## src/rtl/mvm_lanes_pkg.sv

```systemverilog
// Shared types and constants for the mvm_lanes matrix-vector multiplier.
package mvm_lanes_pkg;

  localparam int unsigned DEF_NROWS  = 4;
  localparam int unsigned DEF_NCOLS  = 4;
  localparam int unsigned DEF_NLANES = 2;
  localparam int unsigned DEF_WIDTH  = 8;

  typedef enum logic [2:0] {
    IDLE,
    LOAD_A,
    LOAD_X,
    COMP,
    OUT
  } state_t;

  // Result width that holds NCOLS worst-case products without overflow.
  function automatic int unsigned out_width(input int unsigned width, input int unsigned ncols);
    return 2 * width + $clog2(ncols);
  endfunction

  // Counter width for 0..n-1, never narrower than one bit.
  function automatic int unsigned cnt_width(input int unsigned n);
    return (n > 1) ? $clog2(n) : 1;
  endfunction

endpackage

```

## src/rtl/mvm_mac_lane.sv

```systemverilog
// One MAC lane: accumulates a*x, presents acc+product on the row's last column and clears.
module mvm_mac_lane
  import mvm_lanes_pkg::*;
#(
  parameter int unsigned WIDTH = DEF_WIDTH,
  parameter int unsigned OUT_W = out_width(DEF_WIDTH, DEF_NCOLS)
) (
  input  logic                    clk,
  input  logic                    reset,
  input  logic                    en,
  input  logic                    last,
  input  logic signed [WIDTH-1:0] a,
  input  logic signed [WIDTH-1:0] x,
  output logic signed [OUT_W-1:0] result,
  output logic                    result_we
);

  logic signed [OUT_W-1:0] r_acc;
  logic signed [OUT_W-1:0] w_prod;

  assign w_prod    = OUT_W'(a) * OUT_W'(x);
  assign result    = r_acc + w_prod;
  assign result_we = en & last;

  always_ff @(posedge clk or posedge reset) begin
    if (reset) begin
      r_acc <= '0;
    end else if (en) begin
      r_acc <= last ? '0 : result;
    end
  end

endmodule

```

## src/rtl/mvm_lanes.sv

```systemverilog
// Matrix-vector multiplier y = A*x with NLANES parallel MAC lanes and stream I/O.
// Build option: define MVM_RELU_EN to clamp negative results to zero when stored.
module mvm_lanes
  import mvm_lanes_pkg::*;
#(
  parameter int unsigned NROWS  = DEF_NROWS,
  parameter int unsigned NCOLS  = DEF_NCOLS,
  parameter int unsigned NLANES = DEF_NLANES,
  parameter int unsigned WIDTH  = DEF_WIDTH
) (
  input  logic                                         clk,
  input  logic                                         reset,
  input  logic                                         s_valid,
  output logic                                         s_ready,
  input  logic signed [WIDTH-1:0]                      s_data,
  input  logic                                         reuse_a,
  output logic                                         m_valid,
  input  logic                                         m_ready,
  output logic signed [out_width(WIDTH, NCOLS)-1:0]    m_data,
  output logic                                         m_last,
  output logic                                         busy
);

  localparam int unsigned OUT_W = out_width(WIDTH, NCOLS);
  localparam int unsigned NA    = NROWS * NCOLS;
  localparam int unsigned NGRP  = NROWS / NLANES;
  localparam int unsigned IW    = cnt_width(NA);
  localparam int unsigned CW    = cnt_width(NCOLS);
  localparam int unsigned GW    = cnt_width(NGRP);
  localparam int unsigned KW    = cnt_width(NROWS);

  state_t r_state;
  state_t w_next;

  logic [IW-1:0] r_idx;
  logic [CW-1:0] r_c;
  logic [GW-1:0] r_g;
  logic [KW-1:0] r_k;
  logic          r_a_loaded;

  logic signed [WIDTH-1:0] r_a   [NA];
  logic signed [WIDTH-1:0] r_x   [NCOLS];
  logic signed [OUT_W-1:0] r_res [NROWS];

  logic w_s_fire, w_m_fire, w_reuse_eff, w_comp;
  logic w_a_last, w_x_last, w_c_last, w_g_last, w_k_last;

  logic signed [OUT_W-1:0] w_result [NLANES];
  logic [NLANES-1:0]       w_we;
  logic [IW-1:0]           w_aidx   [NLANES];
  logic [KW-1:0]           w_row    [NLANES];

  assign w_s_fire    = s_valid & s_ready;
  assign w_m_fire    = m_valid & m_ready;
  assign w_reuse_eff = reuse_a & r_a_loaded;
  assign w_comp      = (r_state == COMP);
  assign w_a_last    = (r_idx == IW'(NA - 1));
  assign w_x_last    = (r_idx == IW'(NCOLS - 1));
  assign w_c_last    = (r_c == CW'(NCOLS - 1));
  assign w_g_last    = (r_g == GW'(NGRP - 1));
  assign w_k_last    = (r_k == KW'(NROWS - 1));

  always_ff @(posedge clk or posedge reset) begin
    if (reset) r_state <= IDLE;
    else       r_state <= w_next;
  end

  // Next-state and stream-side decode.
  always_comb begin
    w_next  = r_state;
    s_ready = 1'b0;
    busy    = 1'b0;
    m_valid = 1'b0;
    m_last  = 1'b0;
    m_data  = '0;
    unique case (r_state)
      IDLE: begin
        s_ready = 1'b1;
        if (w_s_fire) begin
          if (w_reuse_eff) begin
            if (NCOLS == 1) w_next = COMP;
            else            w_next = LOAD_X;
          end else begin
            if (NA == 1) w_next = LOAD_X;
            else         w_next = LOAD_A;
          end
        end
      end
      LOAD_A: begin
        s_ready = 1'b1;
        if (w_s_fire && w_a_last) w_next = LOAD_X;
      end
      LOAD_X: begin
        s_ready = 1'b1;
        if (w_s_fire && w_x_last) w_next = COMP;
      end
      COMP: begin
        busy = 1'b1;
        if (w_c_last && w_g_last) w_next = OUT;
      end
      OUT: begin
        busy    = 1'b1;
        m_valid = 1'b1;
        m_last  = w_k_last;
        m_data  = r_res[r_k];
        if (w_m_fire && w_k_last) w_next = IDLE;
      end
      default: w_next = IDLE;
    endcase
  end

  // Load index, compute counters, output index and the stored-matrix flag.
  always_ff @(posedge clk or posedge reset) begin
    if (reset) begin
      r_idx      <= '0;
      r_c        <= '0;
      r_g        <= '0;
      r_k        <= '0;
      r_a_loaded <= 1'b0;
    end else begin
      unique case (r_state)
        IDLE: if (w_s_fire) begin
          if (w_reuse_eff) begin
            r_idx <= (NCOLS == 1) ? '0 : IW'(1);
          end else if (NA == 1) begin
            r_idx      <= '0;
            r_a_loaded <= 1'b1;
          end else begin
            r_idx <= IW'(1);
          end
        end
        LOAD_A: if (w_s_fire) begin
          if (w_a_last) begin
            r_idx      <= '0;
            r_a_loaded <= 1'b1;
          end else begin
            r_idx <= r_idx + IW'(1);
          end
        end
        LOAD_X: if (w_s_fire) r_idx <= w_x_last ? '0 : r_idx + IW'(1);
        COMP: begin
          if (w_c_last) begin
            r_c <= '0;
            r_g <= w_g_last ? '0 : r_g + GW'(1);
          end else begin
            r_c <= r_c + CW'(1);
          end
        end
        OUT: if (w_m_fire) r_k <= w_k_last ? '0 : r_k + KW'(1);
        default: ;
      endcase
    end
  end

  // Operand and result buffers keep their contents across reset.
  always_ff @(posedge clk) begin
    if (w_s_fire) begin
      if (r_state == IDLE) begin
        if (w_reuse_eff) r_x[0] <= s_data;
        else             r_a[0] <= s_data;
      end else if (r_state == LOAD_A) begin
        r_a[r_idx] <= s_data;
      end else if (r_state == LOAD_X) begin
        r_x[r_idx[CW-1:0]] <= s_data;
      end
    end
    for (int l = 0; l < NLANES; l++) begin
      if (w_we[l]) begin
`ifdef MVM_RELU_EN
        r_res[w_row[l]] <= w_result[l][OUT_W-1] ? '0 : w_result[l];
`else
        r_res[w_row[l]] <= w_result[l];
`endif
      end
    end
  end

  for (genvar l = 0; l < NLANES; l++) begin : g_lane
    assign w_row[l]  = KW'(32'(r_g) * NLANES + 32'(l));
    assign w_aidx[l] = IW'((32'(r_g) * NLANES + 32'(l)) * NCOLS + 32'(r_c));

    mvm_mac_lane #(
      .WIDTH (WIDTH),
      .OUT_W (OUT_W)
    ) u_lane (
      .clk       (clk),
      .reset     (reset),
      .en        (w_comp),
      .last      (w_c_last),
      .a         (r_a[w_aidx[l]]),
      .x         (r_x[r_c]),
      .result    (w_result[l]),
      .result_we (w_we[l])
    );
  end

endmodule

```

## config.mk

```make
export PLATFORM = sky130hd
export DESIGN_NAME = mvm_lanes
export DESIGN_NICKNAME = d
export VERILOG_FILES = /design/src/rtl/mvm_lanes_pkg.sv /design/src/rtl/mvm_mac_lane.sv /design/src/rtl/mvm_lanes.sv
export SDC_FILE = /design/constraint.sdc
export NUM_CORES = 1
export LEC_CHECK = 0
export CAP_MARGIN = 20
export CORE_MARGIN = 5
export CORE_UTILIZATION = 50
export CTS_BUF_LIST = sky130_fd_sc_hd__clkbuf_4
export DETAILED_ROUTE_END_ITERATION = 8
export PLACE_DENSITY = 0.66
export SYNTH_ARGS = -nofsm -noshare
export SYNTH_HDL_FRONTEND = slang
export SYNTH_SLANG_ARGS = --single-unit
```

## constraint.sdc

```tcl
create_clock -name clk -period 8.9 [get_ports clk]
set_input_delay 0.89 -clock clk [delete_from_list [all_inputs] [get_ports clk]]
set_output_delay 0.89 -clock clk [all_outputs]
set_load 0.02 [all_outputs]
```

* Word-level counts from Yosys, hierarchy flattened *
Memories as Yosys holds them, arrays and structs flattened.
Index checks and enable logic that the tools add are counted.

storage, ports and cells
  word-level logic and storage cells = 104
  input bits = 13
  memories = 3
  memory bits (writable) = 232
  output and inout port bits = 22
  register bits = 49

operators by class
  bitwise operators = 4
  reduce and logical (&&, ||, !) cells = 15
  $add $sub $neg = 9
  muxes and demuxes = 48
  multipliers = 2
  equality and inequality tests = 15

memories
  name   words  width  read ports  clocked after Yosys merged registers in  write ports  RTL line         RTL
  r_a    16     8      2           0                                        1            mvm_lanes.sv:41  logic signed [WIDTH-1:0] r_a [NA];
  r_res  4      18     1           0                                        2            mvm_lanes.sv:43  logic signed [OUT_W-1:0] r_res [NROWS];
  r_x    4      8      1           0                                        1            mvm_lanes.sv:42  logic signed [WIDTH-1:0] r_x [NCOLS];

operators with widths
  operator               number
  $mux W18               3
  $add A18 B18 Y18       2
  $mul A8 B8 Y16         2
  $mux W1                26
  $mux W4                6
  $mux W8                2
  $reduce_or A8 Y1       2
  $mux W3                5
  $pmux W3 S5            1
  $ne A2 B2 Y1 const B   7
  $pmux W4 S3            1
  $add A4 B2 Y4          2
  $mux W2                4
  $add A2 B1 Y2 const B  3
  $eq A3 B2 Y1 const B   2
  $reduce_and A5 Y1      1
  $add A4 B1 Y4 const B  1
  $and A1 B1 Y1          4
  $eq A2 B2 Y1 const B   2
  $eq A4 B2 Y1 const B   1
  $eq A4 B4 Y1 const B   1
  $logic_and A1 B1 Y1    4
  $reduce_and A2 Y1      2
  $reduce_and A4 Y1      1
  8 further kinds        8

* Logic depth before layout (Yosys ltp) *
  word-level depth = 8
  mapped depth = 32
  gate-level depth less buffers = 29

* Cells and area by module *
Synthesis repeated with hierarchy kept, for this count alone.

second synthesis, totals
  cells, all modules = 1281
  area total of the unflattened synthesis = 17628.2 µm²

by module, submodules not included
  module                            times used  cells each  sequential area each (µm²)  area an instance (µm²)
  mvm_lanes                         1           472         7292.0                      9638.0
  mvm_mac_lane at g_lane[1].u_lane  1           402         450.4                       4000.1
  mvm_mac_lane at g_lane[0].u_lane  1           407         450.4                       3990.1

* Least setup slack after synthesis *
No wires, ideal clock.

  kind = reg2reg
  from = reg r_c[0]
  to = mem r_res[1][17] (netlist bit) (data pin)
  buffers on the path = 2
  required time = 8638 ps
  arrival = 6571 ps
  library setup time = 262 ps
  stages on the path, launching flop included = 28
  period minus slack after synthesis = 6833 ps
  setup slack = 2067 ps
  cell sequence = dfrtp_1 -> buf_2 -> buf_4 -> mux4_2 -> mux2i_1 -> nor2_1 -> fa_1 -> inv_1 -> fa_1 -> inv_1 -> fa_1 -> inv_1 -> fa_1 -> inv_1 -> ha_1 -> a21oi_1 -> o21bai_1 -> a21oi_1 -> o21bai_1 -> a21oi_1 -> nand3b_1 -> nand3_1 -> ha_1 -> and3_1 -> a2111oi_4 -> o21a_1 -> nor2_1 -> xnor2_1

RTL lines
  element                   RTL line          RTL
  start: declaration        mvm_lanes.sv:36   logic [CW-1:0] r_c;
  start signal: assignment  mvm_lanes.sv:146  r_c <= r_c + CW'(1);
  end: declaration          mvm_lanes.sv:43

* Final worst setup path *
  from = reg r_c[0]
  to = reg g_lane[0].u_lane.r_acc[17]

between the ends
  cells in the longest elaborated chain, start to end = 5
  elaborated cells between the ends (all ways) = 7
  those cells by class = 2 x add/sub; 1 x mul; 1 x eq/ne; 1 x mux; 2 x memory

RTL lines
  element                          RTL line            RTL
  $add A4 B2 Y4                    mvm_lanes.sv:180    assign w_aidx[l] = IW'((32'(r_g) * NLANES + 32'(l)) * NCOLS + 32'(r_c));
  $mem_v2 Z16 W8                   n/a
  $mul A8 B8 Y16 (*)               mvm_mac_lane.sv:21  assign w_prod = OUT_W'(a) * OUT_W'(x);
  $add A18 B18 Y18 (*)             mvm_mac_lane.sv:22  assign result = r_acc + w_prod;
  via g_lane[0].u_lane.result[17]  mvm_mac_lane.sv:14  output logic signed [OUT_W-1:0] result,
  $mux W18 (*)                     mvm_mac_lane.sv:29  r_acc <= last ? '0 : result;
  end signal: assignment           mvm_mac_lane.sv:29
  end: declaration                 mvm_mac_lane.sv:18  logic signed [OUT_W-1:0] r_acc;

Mark *: on every way through the listed nets, which the timed path passes. The rest lies on a longest branch.
A chain may end at the register's enable or synchronous reset.

==> reports/qor.yml <==
finish:
  syn_to_final_growth_pct: 11.24
  fin_area_um2: 19240
  drive_above_1_share_pct: 15.74
  nNetsFinal: 1659
cts:
  ctsHtreeMaxLevel: 3
  clockBufferDepth: 3
  cts_buffers: 73
  cts_resized: 0
  post_cts_buffers: 0
  cts_num_sinks: 281
  clk_latency_ns: 0.72
  root_buffer: "clkbuf_4"
  path_clk_slew_ns: 0.06
  ctsHoldBuffers: 0
  cts_tree: "built"
setup_path:
  cp_slowest_stage_delay_ns: 0.98
  end_kind: "flop"
  crit_path_start_kind: "flop"
  slowest_stage: "dfrtp_2"
  worst-setup-path-type: "reg -> reg"
  worstPathArrival_ns: 8.41
  critPathRequiredTime_ns: 9.48
  worstPathMaxFanout: 32
route:
  avgViaCountPerCell: 5.399
  wl_per_cell_um: 18.45
  ant_nets: 0
  firstDrtPassIters: 5
  drt_iter0_drc: 624
  wirelength_mm: 35.87
  drc_errors: 0
  vias: 10496
grt:
  globalRouteOverflowTotal: 0
  first_global_vias: 10865
  grt_max_degree: 50
  track_usage_pct: 19.35
  grt_antenna_before_repair: 3
  grt_pass1_wl_mm: 58.57
sta:
  worst_pin_slew_ns: 1.086
  fin_worst_skew_ns: 0.06285
  slew_violations: 0
  rsz0062_at_grt: "no"
  setup_viol: 0
  period_needed_ns: 7.832
  hold_violations: 0
  relSlewSlack_pct: 27.38
  tns_ns: 0
  fin_hold_ws_ns: 0.4679
  max_freq_ghz: 0.1277
  period_share_pct: 88.00
logic_synthesis:
  synth.area.top_cells: "edfxtp_1 40%, fa_1 13%, dfrtp_1 7.1%, ha_1 6.9%, mux4_2 6.8%"
  syn_area_per_cell_um2: 12.90
  synth_top_area_share_pct: 40.29
  yosysWarningCount: 0
  syn-num-nets: 1560
  yosysTopAreaCell: "edfxtp_1"
  syn_area_um2: 17290
  synth_most_common_cell: "edfxtp_1"
  ys_types: 64
  async_flop_share_pct: 17.44
  syn_inst: 1340
  synth-main-ff-cell: "edfxtp_1"
  synth-edff-count: 232
  yosysSeqAreaShare_pct: 47.38
  yosys_register_bits: 281
  synth_common_cells: "232 x edfxtp_1, 178 x inv_1, 112 x fa_1"
die:
  top_level_ports: 35
  fp.dieW_um: 196.0
  core_um2: 34370
  initial_core_util_pct: 50.31
  row_count: 68
  die_area_um2: 38400
  die_h_um: 196.0
run_status:
  status: "completed"
placement:
  dpl_cell_area_um2: 18270
  gp_congestion: 0.8241
  hpwlAfterDp_mm: 25.79
  portBuffers: 34
flow_run:
  cap_violations: 0
worst_hold_path:
  min_path_type: "reg -> reg"
cell families (layout without fill, tap and decap cells):
group / after synthesis / after routing / share of synthesized area [%]
compound gates: 181 / 181 / 7.294
xor+xnor: 65 / 65 / 3.336
fa+ha+maj: 207 / 207 / 19.84
buf+inv: 217 / 364 / 4.797
flops: 281 / 281 / 47.38
mux: 83 / 83 / 8.640
other cells: 0 / 2 / 0
simple gates: 306 / 306 / 8.712
cell usage in the layout (no fill, tap or decap), types with 12 or more instances in the layout:
master / n
edfxtp_1: 232
inv_1: 177
fa_1: 112
clkbuf_4: 102
nor2_1: 96
ha_1: 95
nand2_1: 58
mux4_2: 52
xnor2_1: 50
a21oi_1: 47
dfrtp_1: 47
and2_1: 36
clkdlybuf4s50_1: 34
nand2b_1: 29
buf_4: 28
a22o_1: 27
o21ai_0: 23
nor3_1: 22
mux2i_1: 21
nor2b_1: 16
xor2_1: 14
o21bai_1: 13
a21o_1: 13
or2_2: 13
o21ai_1: 12
final timing paths:
path | endpoint | startpoint | depth (start not counted) | slack, ns
setup / recovery | g_lane[0].u_lane.r_acc[17] | r_c[0] | 28 | 1.07
hold / removal | r_a_loaded | r_a_loaded | 1 | 0.47
setup reg to reg | g_lane[0].u_lane.r_acc[17] | r_c[0] | 28 | 1.07
hold reg to reg | r_a_loaded | r_a_loaded | 1 | 0.47
max in group asynchronous | r_c[1] | reset | 3 | 7.60
min in group asynchronous | g_lane[0].u_lane.r_acc[12] | reset | 3 | 0.68
sequential cells by signal, summed over array words and instances (netlist names):
name	cells
r_idx	4
r_a_loaded	1
r_res	72
r_k	2
r_state	3
r_x	32
r_g	1
r_c	2
r_a	128
g_lane.u_lane.r_acc	36
cell type report:
type / instances / area, um2
tap: 455 / 569.3
timing repair buffer: 63 / 570.5
inverter: 178 / 668.1
antenna: 2 / 5.005
multi-input combinational: 842 / 8283
clock buffer: 102 / 765.7
clock inverter: 21 / 178.9
sequential: 281 / 8195
fill: 2837 / 15140
metrics by stage:
stage / worst slack, ns / std cells / utilization [%]
final: 1.068 / 1944 / 55.96
after CTS: 0.9681 / 1941 / 55.89
after floorplan: 2.067 / 1340 / -
after detailed placement: 0.9951 / 1818 / 53.14
after global placement: 1.094 / 1818 / 53.14
after global routing: 0.3799 / 1944 / 55.96
metal layers:
metal,GRT usage (%),wire length (um)
met2,32.10,17780
met4,5.146,515
met3,3.761,1480
met5,0,21
met1,26.48,16070
worst max-delay path: cells and delay by family (launching register included):
family          cells  cell delay, ns
buf+inv             3            0.53
compound gates     10            1.98
xor+xnor            2            0.30
mux                 2            1.03
fa+ha+maj           7            2.60
flops               1            0.98
simple gates        4            0.29
Power is left out: the tool's default activity adds up to more than one toggle a clock period on the data nets, which glitch-free logic cannot reach.
